File: src/rtl/division_sequencer_if.sv
// Handshake/data bundle between the operation decoder and division_sequencer.
//   master (decoder)   : drives start, inputP, inputQ; observes status and results
//   slave  (sequencer) : observes request and operands; drives ready, busy, done,
//                        quotient, remainder, divideByZero
// Parameter WIDTH must match the WIDTH of the attached division_sequencer.
interface division_sequencer_if #(
    parameter int WIDTH = 16
) ();
    logic                 start;
    logic [WIDTH-1:0]     inputP;
    logic [WIDTH-1:0]     inputQ;
    logic                 ready;
    logic                 busy;
    logic                 done;
    logic [2*WIDTH-1:0]   quotient;
    logic [WIDTH-1:0]     remainder;
    logic [1:0]           divideByZero;

    modport master (
        output start, inputP, inputQ,
        input  ready, busy, done, quotient, remainder, divideByZero
    );

    modport slave (
        input  start, inputP, inputQ,
        output ready, busy, done, quotient, remainder, divideByZero
    );
endinterface

File: src/rtl/division_sequencer.sv
// Multi-cycle restoring divider with a start/done handshake.
// One quotient bit per ITER cycle; WIDTH+1 cycles from the accepting edge to done.
// Ports:
//   clk   : clock, all state updates on the rising edge
//   rst   : synchronous active-high reset, highest priority
//   bus   : division_sequencer_if.slave (start/inputP/inputQ in;
//           ready/busy/done/quotient/remainder/divideByZero out)
// Build option: define DIV_SIGNED_EN for two's complement operands
// (truncating quotient, remainder carries the dividend's sign).
//
// state | meaning
// IDLE  | waiting for start, previous result held
// ITER  | one restoring step per cycle, counter runs WIDTH-1 down to 0
// DONE  | one-cycle done pulse, results valid, start accepted again
module division_sequencer #(
    parameter int WIDTH = 16
) (
    input  logic               clk,
    input  logic               rst,
    division_sequencer_if.slave bus
);
    localparam int CW = (WIDTH > 1) ? $clog2(WIDTH) : 1;

    typedef enum logic [1:0] {
        IDLE = 2'd0,
        ITER = 2'd1,
        DONE = 2'd2
    } state_t;

    state_t               state_q, state_d;
    logic [CW-1:0]        cnt_q, cnt_d;
    logic [WIDTH-1:0]     rem_q, rem_d;
    logic [WIDTH-1:0]     dvd_q, dvd_d;
    logic [WIDTH-1:0]     dvs_q, dvs_d;
    logic [2*WIDTH-1:0]   quotient_q, quotient_d;
    logic [WIDTH-1:0]     remainder_q, remainder_d;
    logic [1:0]           dbz_q, dbz_d;

    logic [WIDTH:0]       rem_shift;
    logic [WIDTH:0]       rem_diff;
    logic [WIDTH-1:0]     step_rem;
    logic [WIDTH-1:0]     step_quo;
    logic [WIDTH-1:0]     p_mag;
    logic [WIDTH-1:0]     q_mag;
    logic [2*WIDTH-1:0]   quo_out;
    logic [WIDTH-1:0]     rem_out;

`ifdef DIV_SIGNED_EN
    logic                 neg_quo_q, neg_quo_d;
    logic                 neg_rem_q, neg_rem_d;
`endif

    // The stored partial remainder is always below the divisor, so WIDTH bits
    // hold it; the shifted working value needs the extra bit. dvd_q shifts
    // dividend bits out of the top while quotient bits enter at the bottom.
    always_comb begin
        rem_shift = {rem_q, dvd_q[WIDTH-1]};
        rem_diff  = rem_shift - {1'b0, dvs_q};
        if (rem_diff[WIDTH]) begin
            step_rem = rem_shift[WIDTH-1:0];
        end else begin
            step_rem = rem_diff[WIDTH-1:0];
        end
        step_quo = {dvd_q[WIDTH-2:0], ~rem_diff[WIDTH]};
    end

`ifdef DIV_SIGNED_EN
    always_comb begin
        p_mag   = bus.inputP[WIDTH-1] ? -bus.inputP : bus.inputP;
        q_mag   = bus.inputQ[WIDTH-1] ? -bus.inputQ : bus.inputQ;
        quo_out = {{WIDTH{1'b0}}, step_quo};
        if (neg_quo_q) begin
            quo_out = -quo_out;
        end
        rem_out = neg_rem_q ? -step_rem : step_rem;
    end
`else
    always_comb begin
        p_mag   = bus.inputP;
        q_mag   = bus.inputQ;
        quo_out = {{WIDTH{1'b0}}, step_quo};
        rem_out = step_rem;
    end
`endif

    always_comb begin
        state_d     = state_q;
        cnt_d       = cnt_q;
        rem_d       = rem_q;
        dvd_d       = dvd_q;
        dvs_d       = dvs_q;
        quotient_d  = quotient_q;
        remainder_d = remainder_q;
        dbz_d       = dbz_q;
`ifdef DIV_SIGNED_EN
        neg_quo_d   = neg_quo_q;
        neg_rem_d   = neg_rem_q;
`endif
        case (state_q)
            IDLE, DONE: begin
                if (bus.start) begin
                    if (bus.inputQ == '0) begin
                        // No iteration needed: results are known at capture.
                        state_d     = DONE;
                        quotient_d  = '0;
                        remainder_d = bus.inputP;
                        dbz_d       = 2'b01;
                    end else begin
                        state_d = ITER;
                        cnt_d   = CW'(WIDTH - 1);
                        rem_d   = '0;
                        dvd_d   = p_mag;
                        dvs_d   = q_mag;
`ifdef DIV_SIGNED_EN
                        neg_quo_d = bus.inputP[WIDTH-1] ^ bus.inputQ[WIDTH-1];
                        neg_rem_d = bus.inputP[WIDTH-1];
`endif
                    end
                end else if (state_q == DONE) begin
                    state_d = IDLE;
                end
            end
            ITER: begin
                rem_d = step_rem;
                dvd_d = step_quo;
                if (cnt_q == '0) begin
                    state_d     = DONE;
                    quotient_d  = quo_out;
                    remainder_d = rem_out;
                    dbz_d       = 2'b00;
                end else begin
                    cnt_d = cnt_q - 1'b1;
                end
            end
            default: begin
                state_d = IDLE;
            end
        endcase
    end

    always_ff @(posedge clk) begin
        if (rst) begin
            state_q     <= IDLE;
            cnt_q       <= '0;
            rem_q       <= '0;
            dvd_q       <= '0;
            dvs_q       <= '0;
            quotient_q  <= '0;
            remainder_q <= '0;
            dbz_q       <= 2'b00;
`ifdef DIV_SIGNED_EN
            neg_quo_q   <= 1'b0;
            neg_rem_q   <= 1'b0;
`endif
        end else begin
            state_q     <= state_d;
            cnt_q       <= cnt_d;
            rem_q       <= rem_d;
            dvd_q       <= dvd_d;
            dvs_q       <= dvs_d;
            quotient_q  <= quotient_d;
            remainder_q <= remainder_d;
            dbz_q       <= dbz_d;
`ifdef DIV_SIGNED_EN
            neg_quo_q   <= neg_quo_d;
            neg_rem_q   <= neg_rem_d;
`endif
        end
    end

    assign bus.ready        = (state_q == IDLE) || (state_q == DONE);
    assign bus.busy         = (state_q == ITER);
    assign bus.done         = (state_q == DONE);
    assign bus.quotient     = quotient_q;
    assign bus.remainder    = remainder_q;
    assign bus.divideByZero = dbz_q;
endmodule

File: src/flat_wrapper.sv
// flat-port wrapper written by rule: the top's interface ports become plain ports
module division_sequencer_flat 
#(
    parameter int WIDTH = 16
)
  (clk, rst, bus_start, bus_inputP, bus_inputQ, bus_ready, bus_busy, bus_done, bus_quotient, bus_remainder, bus_divideByZero);
  division_sequencer_if #(.WIDTH(WIDTH)) bus_i ();
  input  logic clk;
  input  logic rst;
  input wire logic [$bits(bus_i.start)-1:0] bus_start;
  input wire logic [$bits(bus_i.inputP)-1:0] bus_inputP;
  input wire logic [$bits(bus_i.inputQ)-1:0] bus_inputQ;
  output wire logic [$bits(bus_i.ready)-1:0] bus_ready;
  output wire logic [$bits(bus_i.busy)-1:0] bus_busy;
  output wire logic [$bits(bus_i.done)-1:0] bus_done;
  output wire logic [$bits(bus_i.quotient)-1:0] bus_quotient;
  output wire logic [$bits(bus_i.remainder)-1:0] bus_remainder;
  output wire logic [$bits(bus_i.divideByZero)-1:0] bus_divideByZero;
  assign bus_i.start = bus_start;
  assign bus_i.inputP = bus_inputP;
  assign bus_i.inputQ = bus_inputQ;
  assign bus_ready = bus_i.ready;
  assign bus_busy = bus_i.busy;
  assign bus_done = bus_i.done;
  assign bus_quotient = bus_i.quotient;
  assign bus_remainder = bus_i.remainder;
  assign bus_divideByZero = bus_i.divideByZero;
  division_sequencer #(.WIDTH(WIDTH)) u_core (.clk(clk), .rst(rst), .bus(bus_i));
endmodule
File: config.mk
export PLATFORM = sky130hd
export DESIGN_NAME = division_sequencer_flat
export DESIGN_NICKNAME = d
export VERILOG_FILES = /design/src/rtl/division_sequencer_if.sv /design/src/rtl/division_sequencer.sv /design/src/flat_wrapper.sv
export SDC_FILE = /design/constraint.sdc
export NUM_CORES = 1
export LEC_CHECK = 0
export BUFFER_PORTS_ARGS = -buffer_cell sky130_fd_sc_hd__buf_2
export CAP_MARGIN = 20
export CORE_AREA = 3 3 96 98
export CTS_CLUSTER_DIAMETER = 60
export DETAILED_ROUTE_END_ITERATION = 10
export DIE_AREA = 0 0 99 101
export GPL_TIMING_DRIVEN = 0
export PLACE_DENSITY = 0.77
export SLEW_MARGIN = 20
export SYNTH_ARGS = -nofsm -noshare
export SYNTH_HDL_FRONTEND = slang
export SYNTH_SLANG_ARGS = --single-unit
File: constraint.sdc
create_clock -name clk -period 7.24 [get_ports clk]
set_input_delay 0.724 -clock clk [delete_from_list [all_inputs] [get_ports clk]]
set_output_delay 0.724 -clock clk [all_outputs]
set_load 0.02 [all_outputs]
=== Word-level counts from Yosys, hierarchy flattened ===
Index checks and enable logic that the tools add are counted.

* Bits of input ports: 35
* Logic and storage cells: 59
* Output and inout port bits: 53
* Bits in registers: 104

* Reduce and logical (&&, ||, !) cells: 11
* Eq/ne operators: 8
* Add/subtract/negate cells: 2
* Muxes and demuxes: 28
* Bitwise logic cells: 2

{| class="wikitable"
|+ Operators with widths
! kind !! count
|-
| $mux W16 || 8
|-
| $mux W32 || 3
|-
| $pmux W16 S2 || 3
|-
| $pmux W32 S2 || 1
|-
| $sub A17 B16 Y17 || 1
|-
| $logic_not A16 Y1 || 1
|-
| $mux W2 || 7
|-
| $mux W4 || 3
|-
| $pmux W2 S2 || 2
|-
| $pmux W4 S2 || 1
|-
| $reduce_and A4 Y1 || 2
|-
| $ne A2 B2 Y1 const B || 3
|-
| $reduce_and A3 Y1 || 2
|-
| $logic_not A4 Y1 || 1
|-
| $ne A2 B1 Y1 const B || 2
|-
| $sub A4 B1 Y4 const B || 1
|-
| $ne A3 B3 Y1 const B || 1
|-
| $eq A2 B1 Y1 const B || 1
|-
| $eq A2 B2 Y1 const B || 1
|-
| $logic_not A2 Y1 || 1
|-
| $not A1 Y1 || 2
|-
| $reduce_and A2 Y1 || 1
|-
| $reduce_bool A2 Y1 || 1
|-
| $reduce_or A2 Y1 || 1
|-
| $logic_or A1 B1 Y1 || 1
|}

=== Logic depth before layout (Yosys ltp) ===
Gate-level depths: netlist of the first run.

* Word-level depth: 4
* Depth in mapped cells: 11
* Depth with buffers taken out: 10

=== Worst setup path before layout of the first run ===
No wires, ideal clock.

* Path type: input port to flip-flop
* From: input bus_inputQ[10]
* To: register u_core.remainder_q[2] (netlist: u_core.bus.remainder[2])
* Library setup time: 87 ps
* Data required time: 7153 ps
* Buffers on the path: 2
* Stages on the path: 8
* Path slack: 4505 ps
* Arrival: 2648 ps
* Cell sequence: or4_1 or4_1 buf_2 o21ai_4 buf_6 nor2_2 or3_1 o31ai_1

* Word-level cells in the longest chain between the ends: 3

{| class="wikitable"
|+ RTL lines
! what !! RTL line !! RTL
|-
| start: declaration || flat_wrapper.sv:12 || <nowiki>input wire logic [$bits(bus_i.inputQ)-1:0] bus_inputQ;</nowiki>
|-
| $logic_not A16 Y1 || division_sequencer.sv:102 || <nowiki>if (bus.inputQ == '0) begin</nowiki>
|-
| $ne A2 B1 Y1 (no source line) || -- ||
|-
| $reduce_and A4 Y1 (no source line) || -- ||
|-
| end signal: assignment || division_sequencer.sv:162 || <nowiki>remainder_q <= remainder_d;</nowiki>
|-
| end: declaration || division_sequencer.sv:36 || <nowiki>logic [WIDTH-1:0] remainder_q, remainder_d;</nowiki>
|}

No other way between the ends.
A chain may end at the register's enable or synchronous reset.

=== Final worst setup path of the first run ===
* From: register u_core.dvd_q[15]
* To: register u_core.remainder_q[7] (netlist: u_core.bus.remainder[7])

* Word-level cells in the longest chain between the ends: 4

{| class="wikitable"
|+ RTL lines
! what !! RTL line !! RTL
|-
| start: declaration || division_sequencer.sv:33 || <nowiki>logic [WIDTH-1:0] dvd_q, dvd_d;</nowiki>
|-
| start signal: assignment || division_sequencer.sv:159 || <nowiki>dvd_q <= dvd_d;</nowiki>
|-
| $sub A17 B16 Y17 || division_sequencer.sv:58 || <nowiki>rem_diff = rem_shift - {1'b0, dvs_q};</nowiki>
|-
| $mux W16 || division_sequencer.sv:59 || <nowiki>if (rem_diff[WIDTH]) begin</nowiki>
|-
| $mux W16 || division_sequencer.sv:126 || <nowiki>if (cnt_q == '0) begin</nowiki>
|-
| $pmux W16 S2 || division_sequencer.sv:99 || <nowiki>case (state_q)</nowiki>
|}

No other way between the ends. The select of a mux whose other input is x is not followed.

==> summary.txt, run 1 <==
============================================================================
Routed Wire Length                                                  12800 µm
Nature of the critical path endpoint                                    flop
Prevailing post-synth register cell                             sky130_fd_sc_hd__dfxtp_1
Clock insertion delay at the later pin of the skew report            0.36 ns
Setup-failing EPs final                                                    0
Total of hold buffers inserted after clock tree synthesis                  0
Sequential share of power                                              38.3%
Clock-pin transition on the worst setup and hold timing paths        0.09 ns
Total GRT Usage                                                        25.6%
Cell-by-cell trace of the critical path                         inv_1, ha_1, inv_1, fa_1, a211oi_1, o211ai_1, a21o_1, a211oi_2, buf_2, mux2i_1, o22ai_1
Worst Setup Slack post-DPL                                           4.01 ns
Synthesized cell area                                               4610 µm²
Number of fill cells in the layout                                       759
Count of synthesis-stage warnings from yosys                               0
Ratio of routed vias to standard cells                                  5.81
Most Frequent Cell on Critical Path                             sky130_fd_sc_hd__inv_1
Num CTS Buffers                                                            9
Setup CP Type                                                   flop to flop
Highest fanout seen on the critical path                                  10
Synth top area share                                                   37.8%
Data required time of the critical path                              7.47 ns
Hold/Removal Path Class                                         flop to flop
Delay contributed by the slowest stage of the critical path          0.44 ns
Power per cell area                                               267 nW/µm²
Worst reg-to-reg path cell count                                          11
Final count of pins violating max slew                                     0
Placement-stage cell area                                           5150 µm²
DP Wirelength                                                        9970 µm
Slowest cell on crit path                                       sky130_fd_sc_hd__fa_1
Layout overhead on the synthesized area                                15.7%
Hold Path Cell Cnt                                                         2
Clock tree from TritonCTS                                               done
Leakage power total                                                  2.19 nW
Average instance area after synthesis                               8.09 µm²
Share of power burned in combinational logic                           39.5%
Worst path arrival time                                              3.54 ns
Row count                                                                 34
Maximum number of pins on one net before global-route repair              16
Highest ir drop seen on vdd                                         0.175 mV
Number of global-route vias before repair                               4230
Unrepaired setup endpoints after global routing                        false
Transition time at the pin with the least slew margin               0.596 ns
Kind of launch point of the worst setup path                            flop
Final Hold Fails                                                           0
Violation count after the first detailed-route iteration                 299
Routability-driven placement congestion ratio                          0.922
Post-layout nets                                                         718
Number of flops mapped to enable cells by yosys                            0
Post-synthesis instance total                                            569
Full die area                                                      10000 µm²
Sequential-to-total area share from yosys stat                         37.8%
Internal power                                                      0.861 mW
Congestion Overflow GR                                                     0
Average wire per cell in the routed design                           16.4 µm
Overall via count from detail_route                                     4517
Share of power burned in the clock network                             22.2%
Clk_skew                                                           0.0140 ns
Async S/R FF share, synth                                                 0%
Clock Path Buffers                                                         2
Vertical die dimension                                                101 µm
Fin Setup TNS                                                           0 ns
Number of ports placed on the die boundary                                88
Switching power share of the total                                     39.5%
PostCTS Resize Cnt                                                         0
Fraction of layout instances using a drive strength above 1            17.6%
Final Cell Area                                                     5330 µm²
Antenna violations before repair                                           0
Diode insertion count for antenna repair                                   0
Port-buffer cells                                                         69
Largest area contributor in the netlist                         sky130_fd_sc_hd__dfxtp_1
Remaining design rule violation count                                      0
Worst path setup slack after routing                                 3.93 ns
Router iterations before antenna repair                                    5
Starting Density                                                       53.9%
Biggest area contributors in the synthesized netlist            sky130_fd_sc_hd__dfxtp_1 (38%), sky130_fd_sc_hd__nand2_1 (6.9%), sky130_fd_sc_hd__a21oi_1 (6.0%), sky130_fd_sc_hd__a22oi_1 (5.1%), sky130_fd_sc_hd__ha_1 (4.6%)
First-pass GRT wire length                                          20700 µm
Status                                                             completed
Placed cells                                                             762
Number of buffers inserted by post-CTS setup repair                        0
Slew Limit Headroom                                                    60.1%
CTS H-tree lvls                                                            3
Die Span X                                                             99 µm
Ratio of final minimum period to clock period                          45.7%
Time the worst path needs with I/O delays and setup                  3.31 ns
Buffer cell driving the clock tree root                         sky130_fd_sc_hd__clkbuf_8
Count of antenna-violating nets left after detailed routing                0
Final cell count without fillers                                         778
Highest Clock Rate                                                   302 MHz
TritonCTS sink count                                                      87
Flop and latch count out of synthesis                                     87
Psw                                                                 0.562 mW
Count of max-cap constraint violations                                     0
Power after layout                                                   1.42 mW
Count of different cell masters after synthesis                           62
Core footprint                                                      8550 µm²
============================================================================
synth_stat cells (4+ instances only):
cell type and instances:
sky130_fd_sc_hd__o21ai_0 29, sky130_fd_sc_hd__nor2_1 42, sky130_fd_sc_hd__or4_1 6, sky130_fd_sc_hd__nor3_1 4, sky130_fd_sc_hd__nor2b_1 4, sky130_fd_sc_hd__or3_1 4, sky130_fd_sc_hd__dfxtp_1 87, sky130_fd_sc_hd__nand3_1 9
sky130_fd_sc_hd__ha_1 17, sky130_fd_sc_hd__a21o_1 5, sky130_fd_sc_hd__a21oi_1 55, sky130_fd_sc_hd__a211oi_1 6, sky130_fd_sc_hd__nand3b_1 4, sky130_fd_sc_hd__buf_2 5, sky130_fd_sc_hd__nand2_1 85, sky130_fd_sc_hd__mux2i_1 11
sky130_fd_sc_hd__o211ai_1 5, sky130_fd_sc_hd__nand4_1 5, sky130_fd_sc_hd__clkbuf_1 24, sky130_fd_sc_hd__xnor2_1 9, sky130_fd_sc_hd__o22ai_1 7, sky130_fd_sc_hd__o21a_1 5, sky130_fd_sc_hd__a22oi_1 31, sky130_fd_sc_hd__nand2b_1 8
sky130_fd_sc_hd__inv_1 26, sky130_fd_sc_hd__a311oi_1 5, sky130_fd_sc_hd__buf_4 17
cell families after synthesis:
family	Yosys count	synth area share, %
DFF	87	37.8
buffers and inverters	75	7.80
AOI/OAI and AO/OA	181	26.1
other	1	0.0814
and+or+nand+nor	183	18.2
xor gates and xnor gates	12	2.28
muxes	12	2.64
adders and majority gates	18	5.05
layout make-up:
class                           instances  area, µm²  area share (%)
Multi-Input combinational cell        423       2560            48.1
Clock inverter                          5       41.3           0.775
Clock buffer                           11        141            2.65
Timing Repair Buffer                   69        345            6.48
Inverter                               26       97.6            1.83
Tap cell                              108        135            2.54
Sequential cell                        87       1740            32.7
Buffer                                 49        262            4.91
stage by stage:
stage | hold slack [ns] | util (%)
final | 0.458 | 62.3
after floorplan | 0.436 | -
after CTS | 0.459 | 62.3
after global placement | 0.447 | 60.2
after global routing | 0.483 | 62.3
after detailed placement | 0.448 | 60.2
critical path, delay by kind of cell, from the launching register on:
| family | cells | cell delay, ns |
|---|---|---|
| buf+inv | 3 | 0.51 |
| flops | 1 | 0.33 |
| mux | 1 | 0.41 |
| compound gates | 5 | 1.32 |
| fa+ha+maj | 2 | 0.60 |
power groups by stage:
stage	Sequential (mW)	Combinational, mW	Clock (mW)
detailed placement	0.556	0.550	0
floorplan	0.558	0.404	0
global placement	0.555	0.541	0
finish	0.545	0.562	0.316
global route	0.550	0.616	0.333
CTS	0.545	0.553	0.317
per-layer routing:
metal,wire [µm],vias to the layer above,GRT usage [%]
met5,0,-,0
met3,809,26,3.11
met1,5500,2101,33.8
li1,-,2202,-
met2,6160,188,43.2
met4,286,0,9.45
flip-flops by register name, indices dropped and copies added (netlist names):
| register | cells |
|---|---|
| u_core.bus.quotient | 16 |
| u_core.bus.remainder | 16 |
| u_core.dvd_q | 16 |
| u_core.dvs_q | 16 |
| u_core.rem_q | 16 |
| u_core.cnt_q | 4 |
| u_core.state_q | 2 |
| u_core.bus.divideByZero | 1 |
cell usage in the layout (no fill, tap or decap), drive strengths merged, types with 7 or more instances in the layout:
master and count:
o211ai 7, nand2 85, a22oi 31, a21oi 55, ha 17, or4 7, buf 94, o21ai 31
mux2i 11, nand2b 8, nand3 9, dfxtp 87, nor2 43, conb 17, inv 27, o22ai 7
xnor2 9, a211oi 7, clkbuf 35
path summary, 6_finish.rpt:
check / start / end / slack [ns]
worst max register to register: u_core.dvd_q[15] / u_core.bus.remainder[7] / 3.93
worst min-delay path: u_core.dvs_q[2] / u_core.dvs_q[2] / 0.46
worst max-delay path: u_core.dvd_q[15] / u_core.bus.remainder[7] / 3.93
worst min register to register: u_core.dvs_q[2] / u_core.dvs_q[2] / 0.46
No activity file was read; power rests on OpenSTA's default activity.
==> run 2: changes to the inputs <==
ABC_AREA = 1   (was unset)
CORE_AREA = 3 3 102 104   (was 3 3 96 98)
DIE_AREA = 0 0 105 107   (was 0 0 99 101)
PLACE_DENSITY = 0.75   (was 0.77)
clock period = 3.36 ns   (was 7.24 ns; I/O delays follow)
==> summary.txt, run 2 <==
============================================================================
Status                                                             completed
Number of flops mapped to enable cells by yosys                            0
Count of antenna-violating nets left after detailed routing                0
Worst path arrival time                                              2.64 ns
Core footprint                                                      9640 µm²
Time the worst path needs with I/O delays and setup                  2.36 ns
Post-synthesis instance total                                            756
PostCTS Resize Cnt                                                         0
DP Wirelength                                                       11600 µm
Highest fanout seen on the critical path                                   9
Average instance area after synthesis                               6.85 µm²
Synth cell count leaders                                        sky130_fd_sc_hd__nand2_1 (165), sky130_fd_sc_hd__inv_1 (101), sky130_fd_sc_hd__dfxtp_1 (87)
Setup CP Type                                                   flop to flop
Final Hold Fails                                                           0
Fraction of layout instances using a drive strength above 1            20.0%
Port-buffer cells                                                         69
Clock-pin transition on the worst setup and hold timing paths        0.09 ns
Row count                                                                 36
Highest Clock Rate                                                   423 MHz
Routability-driven placement congestion ratio                          0.957
Leakage power total                                                  3.00 nW
Violation count after the first detailed-route iteration                 332
Number of buffers inserted by post-CTS setup repair                        0
Largest area contributor in the netlist                         sky130_fd_sc_hd__dfxtp_1
Prevailing post-synth register cell                             sky130_fd_sc_hd__dfxtp_1
Ratio of routed vias to standard cells                                  5.20
Num CTS Buffers                                                            9
Routed Wire Length                                                  14300 µm
Maximum number of pins on one net before global-route repair              17
Congestion Overflow GR                                                     0
Average wire per cell in the routed design                           14.5 µm
Fraction of the mapped netlist area in compound gates                  14.9%
Synthesized cell area                                               5180 µm²
Highest ir drop seen on vdd                                         0.325 mV
Transition time at the pin with the least slew margin               0.683 ns
Post-layout nets                                                         905
Hold/Removal Path Class                                         primary input to flop
Data required time of the critical path                              3.64 ns
Total GRT Usage                                                        25.1%
Router iterations before antenna repair                                    5
Clock tree from TritonCTS                                               done
Power per cell area                                               528 nW/µm²
Synth top area share                                                   33.6%
Die Span X                                                            105 µm
Dominant combinational cell family by area after synthesis      simple AND/OR/NAND/NOR gates
Unrepaired setup endpoints after global routing                        false
Async S/R FF share, synth                                                 0%
Combined flip-flop and latch cell area                              1740 µm²
Fin Setup TNS                                                           0 ns
Count of max-cap constraint violations                                     0
Final design utilization                                               61.6%
Antenna violations before repair                                           0
Overall via count from detail_route                                     5151
Kind of launch point of the worst setup path                            flop
Full die area                                                      11200 µm²
Count of different cell masters after synthesis                           42
Count of synthesis-stage warnings from yosys                               0
Total of hold buffers inserted after clock tree synthesis                  0
TritonCTS sink count                                                      87
Vertical die dimension                                                107 µm
Starting Density                                                       53.8%
Clk_skew                                                           0.0152 ns
Layout overhead on the synthesized area                                14.6%
Clock insertion delay at the later pin of the skew report            0.36 ns
Buffer cell driving the clock tree root                         sky130_fd_sc_hd__clkbuf_8
Remaining design rule violation count                                      0
Number of global-route vias before repair                               4649
Ratio of final minimum period to clock period                          70.4%
Final count of pins violating max slew                                     0
Diode insertion count for antenna repair                                   0
Adder and majority cell fraction of the synthesized area               4.49%
XOR/XNOR Fraction of Synth Area                                       0.507%
CTS H-tree lvls                                                            3
Start point of the worst hold path                              bus_inputQ[12]
Flop and latch count out of synthesis                                     87
First-pass GRT wire length                                          22500 µm
Cell with the most instances after synthesis                    sky130_fd_sc_hd__nand2_1
Reg-to-Reg Start                                                u_core.dvd_q[15]
Sequential-to-total area share from yosys stat                         33.6%
Mux cell area share after synthesis                                       0%
Most common library cell in the layout ignoring fill and taps   sky130_fd_sc_hd__nand2_1
Biggest area contributors in the synthesized netlist            sky130_fd_sc_hd__dfxtp_1 (34%), sky130_fd_sc_hd__nand2_1 (12%), sky130_fd_sc_hd__nand3_1 (8.3%), sky130_fd_sc_hd__inv_1 (7.3%), sky130_fd_sc_hd__a21oi_1 (7.0%)
Power after layout                                                   3.14 mW
Area of the multi-input gates                                       2780 µm²
Clock Path Buffers                                                         2
Slew Limit Headroom                                                    54.5%
Setup-failing EPs final                                                    0
Number of ports placed on the die boundary                                88
Number of fill cells in the layout                                       961
Synth Area in Simple Gates                                             32.6%
Startpoint of the most critical setup path                      u_core.dvd_q[15]
Nature of the critical path endpoint                                    flop
Most frequent cells in the layout                               sky130_fd_sc_hd__nand2_1 (165), sky130_fd_sc_hd__inv_1 (101), sky130_fd_sc_hd__dfxtp_1 (87)
============================================================================
==> run 2: stage by stage <==
stage / hold slack (ns) / cells / instance area (µm²) / setup WS [ns]
floorplan: 0.428 / 772 / 5240 / 1.37
detailed placement: 0.450 / 974 / 5750 / 1.05
finish: 0.271 / 990 / 5940 / 0.996
global placement: 0.448 / 974 / 5750 / 1.11
CTS: 0.258 / 990 / 5940 / 1.01
global route: 0.272 / 990 / 5940 / 0.800
==> run 2: final cells by class <==
cell class | count | share of cell area [%]
well taps | 133 | 2.80
repair buffers | 69 | 5.82
clock inverters | 6 | 0.927
multi-input cells | 527 | 46.8
flip-flops and latches | 87 | 29.3
plain buffers | 52 | 5.40
clock buffers | 10 | 2.15
inverters | 106 | 6.75
==> run 2: kinds of logic after synthesis <==
logic type	after synthesis
AOI/OAI and AO/OA	137
xor gates and xnor gates	3
adders and majority gates	18
buffers and inverters	158
DFF	87
other	1
and+or+nand+nor	352
==> run 2: worst paths after layout <==
kind	to	cells after the start	slack [ns]
worst max-delay path	u_core.bus.remainder[13]	15	1.0
worst min-delay path	u_core.dvs_q[12]	3	0.27
worst max register to register	u_core.bus.remainder[13]	15	1.0
worst min register to register	u_core.bus.quotient[9]	2	0.46
==> run 2: worst max-delay path: stages (launching register included) <==
cell	delay [ns]
sky130_fd_sc_hd__dfxtp_1	0.33
sky130_fd_sc_hd__inv_1	0.09
sky130_fd_sc_hd__ha_1	0.15
sky130_fd_sc_hd__inv_1	0.08
sky130_fd_sc_hd__fa_1	0.46
sky130_fd_sc_hd__nand2_1	0.09
sky130_fd_sc_hd__nand2_1	0.09
sky130_fd_sc_hd__nand3_2	0.10
sky130_fd_sc_hd__nand2_2	0.08
sky130_fd_sc_hd__nand2_4	0.11
sky130_fd_sc_hd__nand2_4	0.07
sky130_fd_sc_hd__nand2_2	0.16
sky130_fd_sc_hd__nand3_2	0.15
sky130_fd_sc_hd__nand2_1	0.09
sky130_fd_sc_hd__nand2_1	0.08
sky130_fd_sc_hd__a21oi_1	0.14
==> run 2: where the power goes <==
part / switching, mW / internal, mW
clock: 0.405 / 0.281
sequential: 0.0658 / 1.12
combinational: 0.829 / 0.439
==> run 2: per-layer routing <==
metal / track usage [%] / vias up / part of all wire (%)
li1: - / 2604 / -
met1: 32.4 / 2364 / 45
met2: 43.1 / 158 / 47
met3: 4.27 / 25 / 5.9
met4: 7.50 / 0 / 2.0
met5: 0 / - / 0
